==> src/rtl/npc_ctrl.sv <==
// Multi-cycle FETCH/DECODE/EXEC/MEM/WB sequencer for the NPC core, with sticky halt/error.
// Optional performance counters (cycle_cnt, retire_cnt) are enabled by defining NPC_CTRL_PERF_EN.

`ifndef INST_NUM_WIDTH
`define INST_NUM_WIDTH 6
`endif

module npc_ctrl #(
    parameter int TIMEOUT   = 255,
    parameter int CNT_WIDTH = 8
) (
    input  logic                       clk,
    input  logic                       rst,
    input  logic [`INST_NUM_WIDTH-1:0] inst_num,
    input  logic                       imem_valid,
    input  logic                       dmem_ready,
    output logic                       imem_req,
    output logic                       inst_we,
    output logic                       dmem_req,
    output logic                       reg_we,
    output logic                       pc_we,
    output logic                       halt,
    output logic                       error,
    output logic [2:0]                 state_o
`ifdef NPC_CTRL_PERF_EN
    ,
    output logic [63:0]                cycle_cnt,
    output logic [63:0]                retire_cnt
`endif
);

    localparam logic [`INST_NUM_WIDTH-1:0] INST_INV    = `INST_NUM_WIDTH'(0);
    localparam logic [`INST_NUM_WIDTH-1:0] INST_SW     = `INST_NUM_WIDTH'(2);
    localparam logic [`INST_NUM_WIDTH-1:0] INST_BEQ    = `INST_NUM_WIDTH'(3);
    localparam logic [`INST_NUM_WIDTH-1:0] INST_EBREAK = `INST_NUM_WIDTH'(4);
    localparam logic [CNT_WIDTH-1:0]       CNT_LIMIT   = CNT_WIDTH'(TIMEOUT);
    localparam logic [CNT_WIDTH-1:0]       CNT_MAX     = '1;

    typedef enum logic [2:0] {
        IDLE   = 3'd0,
        FETCH  = 3'd1,
        DECODE = 3'd2,
        EXEC   = 3'd3,
        MEM    = 3'd4,
        WB     = 3'd5,
        HALT   = 3'd6
    } state_t;

    state_t               state;
    state_t               state_next;
    logic                 error_q;
    logic                 error_next;
    logic [CNT_WIDTH-1:0] wait_cnt;
    logic                 timed_out;

    assign timed_out = (wait_cnt == CNT_LIMIT);

    always_comb begin
        state_next = state;
        error_next = error_q;
        case (state)
            IDLE:   state_next = FETCH;
            FETCH: begin
                // A handshake landing on the timeout cycle still succeeds.
                if (imem_valid) begin
                    state_next = DECODE;
                end else if (timed_out) begin
                    state_next = HALT;
                    error_next = 1'b1;
                end
            end
            DECODE: state_next = EXEC;
            EXEC: begin
                if (inst_num == INST_INV) begin
                    state_next = HALT;
                    error_next = 1'b1;
                end else if (inst_num == INST_EBREAK) begin
                    state_next = HALT;
                end else if (inst_num == INST_SW) begin
                    state_next = MEM;
                end else begin
                    state_next = WB;
                end
            end
            MEM: begin
                if (dmem_ready) begin
                    state_next = WB;
                end else if (timed_out) begin
                    state_next = HALT;
                    error_next = 1'b1;
                end
            end
            WB:     state_next = FETCH;
            HALT:   state_next = HALT;
            default: state_next = IDLE;
        endcase
    end

    always_ff @(posedge clk) begin
        if (!rst) begin
            state    <= IDLE;
            error_q  <= 1'b0;
            wait_cnt <= '0;
        end else begin
            state   <= state_next;
            error_q <= error_next;
            if (state_next != state) begin
                wait_cnt <= '0;
            end else if ((state == FETCH || state == MEM) && wait_cnt != CNT_MAX) begin
                wait_cnt <= wait_cnt + 1'b1;
            end
        end
    end

    // Outputs are masked by rst so a reset landing mid-handshake emits no strobe that cycle.
    always_comb begin
        imem_req = 1'b0;
        inst_we  = 1'b0;
        dmem_req = 1'b0;
        reg_we   = 1'b0;
        pc_we    = 1'b0;
        halt     = 1'b0;
        error    = 1'b0;
        if (rst) begin
            imem_req = (state == FETCH);
            inst_we  = (state == FETCH) && imem_valid;
            dmem_req = (state == MEM);
            pc_we    = (state == WB);
            reg_we   = (state == WB) && (inst_num != INST_SW) && (inst_num != INST_BEQ);
            halt     = (state == HALT);
            error    = error_q;
        end
    end

    assign state_o = state;

`ifdef NPC_CTRL_PERF_EN
    always_ff @(posedge clk) begin
        if (!rst) begin
            cycle_cnt  <= '0;
            retire_cnt <= '0;
        end else begin
            if (state != HALT) begin
                cycle_cnt <= cycle_cnt + 64'd1;
            end
            if (pc_we || (state == EXEC && inst_num == INST_EBREAK)) begin
                retire_cnt <= retire_cnt + 64'd1;
            end
        end
    end
`endif

endmodule

==> config.mk <==
export PLATFORM = sky130hd
export DESIGN_NAME = npc_ctrl
export DESIGN_NICKNAME = d
export VERILOG_FILES = /design/src/rtl/npc_ctrl.sv
export SDC_FILE = /design/constraint.sdc
export NUM_CORES = 1
export LEC_CHECK = 0
export ABC_AREA = 1
export ABC_CLOCK_PERIOD_IN_PS = 1700
export BUFFER_PORTS_ARGS = -buffer_cell sky130_fd_sc_hd__buf_2
export CAP_MARGIN = 20
export CORE_MARGIN = 4
export CORE_UTILIZATION = 55
export CTS_BUF_LIST = sky130_fd_sc_hd__clkbuf_4 sky130_fd_sc_hd__clkbuf_8
export DETAILED_ROUTE_END_ITERATION = 10
export PLACE_DENSITY = 0.87
export SLEW_MARGIN = 15
export SYNTH_ARGS = -nofsm -noshare
export SYNTH_HDL_FRONTEND = slang
export SYNTH_SLANG_ARGS = --single-unit
==> constraint.sdc <==
create_clock -name clk -period 1.7 [get_ports clk]
set_input_delay 0.085 -clock clk [delete_from_list [all_inputs] [get_ports clk]]
set_output_delay 0.085 -clock clk [all_outputs]
set_load 0.005 [all_outputs]
* Word level (Yosys, flattened, before mapping)
Cells that the tools add are included.
** Cells by class
- $mul :: 0
- Mux-type cells :: 19
- Reductions and logical operators :: 11
- Magnitude comparators :: 0
- Bitwise logic cells :: 1
- Div/mod/pow operators :: 0
- Shift-type cells :: 0
- Add/sub/neg operators :: 1
- Equality and inequality tests :: 16
** Operator list (number)
- 3-bit one-hot mux with 6 select lines :: 1
- 1-bit two-way mux :: 12
- 6-bit by 2-bit != test with 1-bit output (second input constant) :: 2
- 3-bit equality test (second input constant) :: 3
- 3-bit two-way mux :: 3
- 8-bit by 1-bit adder with 8-bit output (second input constant) :: 1
- 8-bit equality test (second input constant) :: 1
- 8-bit != test (second input constant) :: 1
- 3-bit by 2-bit equality test with 1-bit output (second input constant) :: 2
- 6-bit by 2-bit equality test with 1-bit output (second input constant) :: 1
- 6-bit by 3-bit equality test with 1-bit output (second input constant) :: 1
- 6-bit zero test :: 1
- 2-bit != test (second input constant) :: 3
- 1-bit logical AND :: 4
- 2-bit two-way mux :: 2
- 4-bit AND reduction :: 1
- 2-bit OR reduction :: 2
- 3-bit by 1-bit equality test with 1-bit output (second input constant) :: 1
- 3-bit zero test :: 1
- 3-bit != test :: 1
- 1-bit one-hot mux with 3 select lines :: 1
- 3-bit nonzero test :: 1
- 1-bit logical OR :: 1
- 1-bit inverter :: 1
** Storage, ports and cells
- Memories kept :: 0
- Memory bits (read-only) :: 0
- Bits in latches :: 0
- Logic and storage cells :: 51
- Register bits :: 12
- Output and inout bits :: 10
- Input port bits :: 10
- RAM bits :: 0

* Logic depth before layout (Yosys ltp)
- Depth in word-level cells :: 7
- Depth in mapped cells :: 12
- Depth with buffers taken out :: 12

* Worst setup path after synthesis
OpenSTA, ideal clock, no wires.
- Path kind :: reg2reg
- Start point :: register wait_cnt[0]
- End point :: register wait_cnt[4]
- Slack :: 0.281 ns
- Required time :: 1.584 ns
- Stages on the path, launching flop included :: 13
- Path buffers :: 0
- Setup time :: 0.116 ns
- Clock period less this slack :: 1.419 ns
- Arrival :: 1.303 ns
- Path through :: dfxtp_1 -> ha_1 -> inv_1 -> nor2_2 -> nand2_2 -> nand2_1 -> nand2_1 -> nand2_2 -> nand2_1 -> nand2_2 -> nor2_4 -> nand2_4 -> nor2_2
** On the way
- Longest elaborated chain between the ends :: 6
- Elaborated cells between the ends (all ways) :: 10
** RTL lines
- start: declaration :: line 53 : logic [CNT_WIDTH-1:0] wait_cnt;
- start signal: assignment :: line 110 : wait_cnt <= wait_cnt + 1'b1;
- 8-bit equality test :: line 56 : assign timed_out = (wait_cnt == CNT_LIMIT);
- 3-bit two-way mux :: line 67, 88
- 3-bit two-way mux (on tied branches) :: line 86, 65
- 3-bit one-hot mux with 6 select lines :: line 61 : case (state)
- 3-bit != test :: line 107 : if (state_next != state) begin
- 2-bit OR reduction (no source line)
Parallel ways exist; a longest one is shown, timed or not.
A chain may end at the register's enable or synchronous reset.

* Final worst setup path
- Start point :: register state[1], in the netlist state_o[1]
- End point :: register wait_cnt[4]
** On the way
- Longest elaborated chain between the ends :: 5
- Elaborated cells between the ends (all ways) :: 16
** RTL lines
- start: declaration :: line 49 : state_t state;
- start signal: assignment :: line 105 : state <= state_next;
- 3-bit equality test (tied with other cells) :: line 61
- 2-bit OR reduction (no source line) (tied with other cells)
- 3-bit one-hot mux with 6 select lines :: line 61
- 3-bit != test :: line 107
- 2-bit OR reduction (no source line)
Parallel ways exist; a longest one is shown, timed or not.

==> impl_metrics.py <==
metrics = {
    "sta": {
        "timing.final.setup_violations": 0,
        "slew_viol_final": 0,
        "rsz0062_at_grt": "no",
        "slew_headroom_pct": 80.13,
        "finalCritPeriodShare_pct": 91.97,
        "period_minus_slack_ns": 1.564,
        "setup_tns_ns": 0,
        "tightest_slew_ns": 0.2969,
        "achievable_freq_ghz": 0.6396,
        "worst_clock_skew_ns": 0.005171,
        "timing.final.hold_violations": 0,
    },
    "setup_path": {
        "timing_worst_setup_path_type": "flip-flop to flip-flop",
        "cp_max_fo": 8,
        "cp_cell_sequence": "nor2_1 -> nand2_1 -> inv_2 -> nand2_1 -> nand2_1 -> inv_1 -> nand3_1 -> a21oi_2 -> nand2_4 -> nor2_2",
        "slowest_stage": "sky130_fd_sc_hd__dfxtp_1",
        "worst_path_most_repeated_cell": "sky130_fd_sc_hd__nand2_1",
        "timing.critical_path.arrival_ns": 1.78,
        "crit_required_ns": 1.92,
        "timing.critical_path.from_type": "flip-flop",
        "setup.worst_path.end_class": "flip-flop",
        "cpPeakStageDelay_ns": 0.46,
    },
    "drt": {
        "drt-wirelength-per-cell_um": 10.82,
        "first_iter_violations": 31,
        "number_of_drc_violations_after_detailed_routing": 0,
        "viasPerCell": 5.117,
        "detail-route-antenna-nets": 0,
        "detailedRoute.firstPassIterationCount": 4,
        "drt-total-wl_um": 2034,
        "route.vias.total": 962,
    },
    "pwr": {
        "cellPowerDensity_nw_per_um2": 801.6,
        "leakage_uw": 0.0005845,
        "finalPower_uw": 862.5,
        "largest_voltage_drop_on_the_vdd_net_v": 0.0004953,
    },
    "cts": {
        "clk_root_buffer_cell": "sky130_fd_sc_hd__clkbuf_4",
        "clk_pin_slew_ns": 0.08,
        "ctsHtreeMaxLevel": 1,
        "clockBufferDepth": 2,
        "tritoncts_buffers": 3,
        "cts.sinks": 12,
        "clock_insertion_delay_worst_skew_ns": 0.28,
        "cts-hold-fix-buffers": 0,
        "cts_tree": "done",
    },
    "synthesis": {
        "synth_common_cells": "sky130_fd_sc_hd__nand2_1, sky130_fd_sc_hd__inv_1, sky130_fd_sc_hd__nor2_1",
        "post-synth-top-count-cell": "sky130_fd_sc_hd__nand2_1",
        "synth_simple_gate_area_share_pct": 50.27,
        "xor_xnor_share_of_the_synthesized_area_pct": 5.691,
        "synthArstFlopShare_pct": 0,
        "synth-edff-count": 0,
        "synth_area_sq_um": 923.4,
        "synth_cell_type_count": 23,
        "main_combinational_cell_family_by_area_after_synthesis": "simple AND/OR/NAND/NOR gates",
        "ys_top_cells_by_area": "sky130_fd_sc_hd__dfxtp_1, sky130_fd_sc_hd__nand2_1, sky130_fd_sc_hd__inv_1",
        "post-synth-top-area-cell": "sky130_fd_sc_hd__dfxtp_1",
        "yosys.area_share.adder_pct": 1.355,
        "avgSynthCellArea_sq_um": 6.156,
        "synth_fp_nets": 161,
        "synth_compound_gate_area_share_pct": 3.659,
        "synth_largest_type_area_fraction_pct": 26.02,
        "synthFlopType": "sky130_fd_sc_hd__dfxtp_1",
        "synth.area.mux_share_pct": 0,
        "synth_warnings": 0,
        "flop_and_latch_count_out_of_synthesis": 12,
        "sequential_element_share_of_the_synthesized_area_pct": 26.02,
        "post_synth_inst_count": 150,
    },
    "floorplan": {
        "num_io_pins": 20,
        "placeable_core_region_sq_um": 1541,
        "floorplan.die.height_um": 48.98,
        "die-area_sq_um": 2399,
        "start_util_pct": 59.90,
        "die_w_um": 48.98,
        "floorplan.rows": 14,
    },
    "flow_run": {
        "max_cap_viols": 0,
    },
    "placed_design": {
        "place_hpwl_um": 1620,
        "placed_cells": 184,
        "gpl.final_weighted_congestion": 0.9285,
        "io_buffers": 19,
    },
    "global_route": {
        "grt_total_ovfl": 0,
        "via_count_of_the_first_global_routing_pass": 850,
        "grt_start_max_net_pins": 11,
        "antenna_found_initial": 0,
        "grt_util_all_layers_pct": 17.47,
        "first_pass_grt_wire_length_um": 3436,
    },
    "layout": {
        "proportion_of_layout_cells_with_a_drive_suffix_above_1_pct": 32.56,
        "flow.area_growth_from_synthesis_pct": 16.53,
        "finalNonFillerCells": 188,
        "antenna_diode_count": 0,
        "nFillCells": 137,
        "nNetsFinal": 184,
    },
    "status": {
        "status": "finished clean",
    },
    "min_path": {
        "worst_hold_path_type": "input port to flip-flop",
    },
}
[cell families (layout without fill, tap and decap cells)]
family | count (synthesis) | count (layout)
AND/OR/NAND/NOR | 95 | 95
buffers and inverters | 30 | 52
flip-flops | 12 | 12
AO/OA/AOI/OAI | 6 | 6
XOR/XNOR | 6 | 6
adder cells (fa/ha/maj) | 1 | 1
[flip-flops by register name (all words and copies together), names as in the netlist]
name,flops
wait_cnt,8
state_o,3
error_q,1
[metrics by stage]
stage | util, % | hold slack [ns] | instance area [sq um] | setup WS (ns)
finish | 69.81 | 0.09430 | 1076 | 0.1365
global route | 69.81 | 0.1109 | 1076 | 0.002186
CTS | 68.99 | 0.09013 | 1064 | 0.05969
detailed placement | 66.64 | 0.3798 | 1027 | 0.08514
global placement | 66.64 | 0.3857 | 1027 | 0.04662
floorplan | - | 0.1826 | 923.4 | 0.2812
[placed cells by master (no fill, tap or decap), drive strengths merged, types with 3 or more instances in the layout]
cell type  count
nand2         46
buf           19
clkbuf         4
o21ai          3
xor2           4
dfxtp         12
inv           28
nor2          32
nand3         10
a21oi          3
nand4          4
[area by class of cell]
class / count / area (sq um) / share of cell area [%]
Tap cell: 16 / 20.02 / 1.860
Inverter: 29 / 108.9 / 10.12
Sequential cell: 12 / 245.2 / 22.79
Clock buffer: 4 / 36.28 / 3.372
Multi-Input combinational cell: 108 / 570.5 / 53.02
Timing Repair Buffer: 19 / 95.09 / 8.837
[worst max-delay path, delay by kind of cell, from the launching register on]
family / cells / cell delay [ns]
simple gates: 7 / 0.75
flops: 1 / 0.46
compound gates: 1 / 0.20
buf+inv: 2 / 0.09
[layer usage]
metal  track usage [%]  vias to the layer above  part of all wire [%]
met5                 0                        -                     0
met1             22.08                      417                    46
li1                  -                      497                     -
met2             29.35                       40                    45
met4             6.278                        0                   1.9
met3             3.058                        8                   7.3
[where the power goes]
group / internal [uW] / switching, uW / total, uW
logic: 103 / 195 / 299
clock network: 130 / 104 / 235
registers: 300 / 29.3 / 329
[path summary, 6_finish.rpt]
| path | from | end | slack [ns] | cells past startpoint |
|---|---|---|---|---|
| worst max-delay path | state_o[1] | wait_cnt[4] | 0.14 | 10 |
| worst min-delay path | rst | state_o[0] | 0.09 | 3 |
| worst max register to register | state_o[1] | wait_cnt[4] | 0.14 | 10 |
| worst min register to register | error_q | error_q | 0.46 | 2 |
[what timing repair did]
action / 4_1_cts / 5_1_grt
setup endpoints to repair: 0 / 8
resized for setup: 0 / 8
buffers inserted: 0 / 0
(Power assumes the default switching activity.)
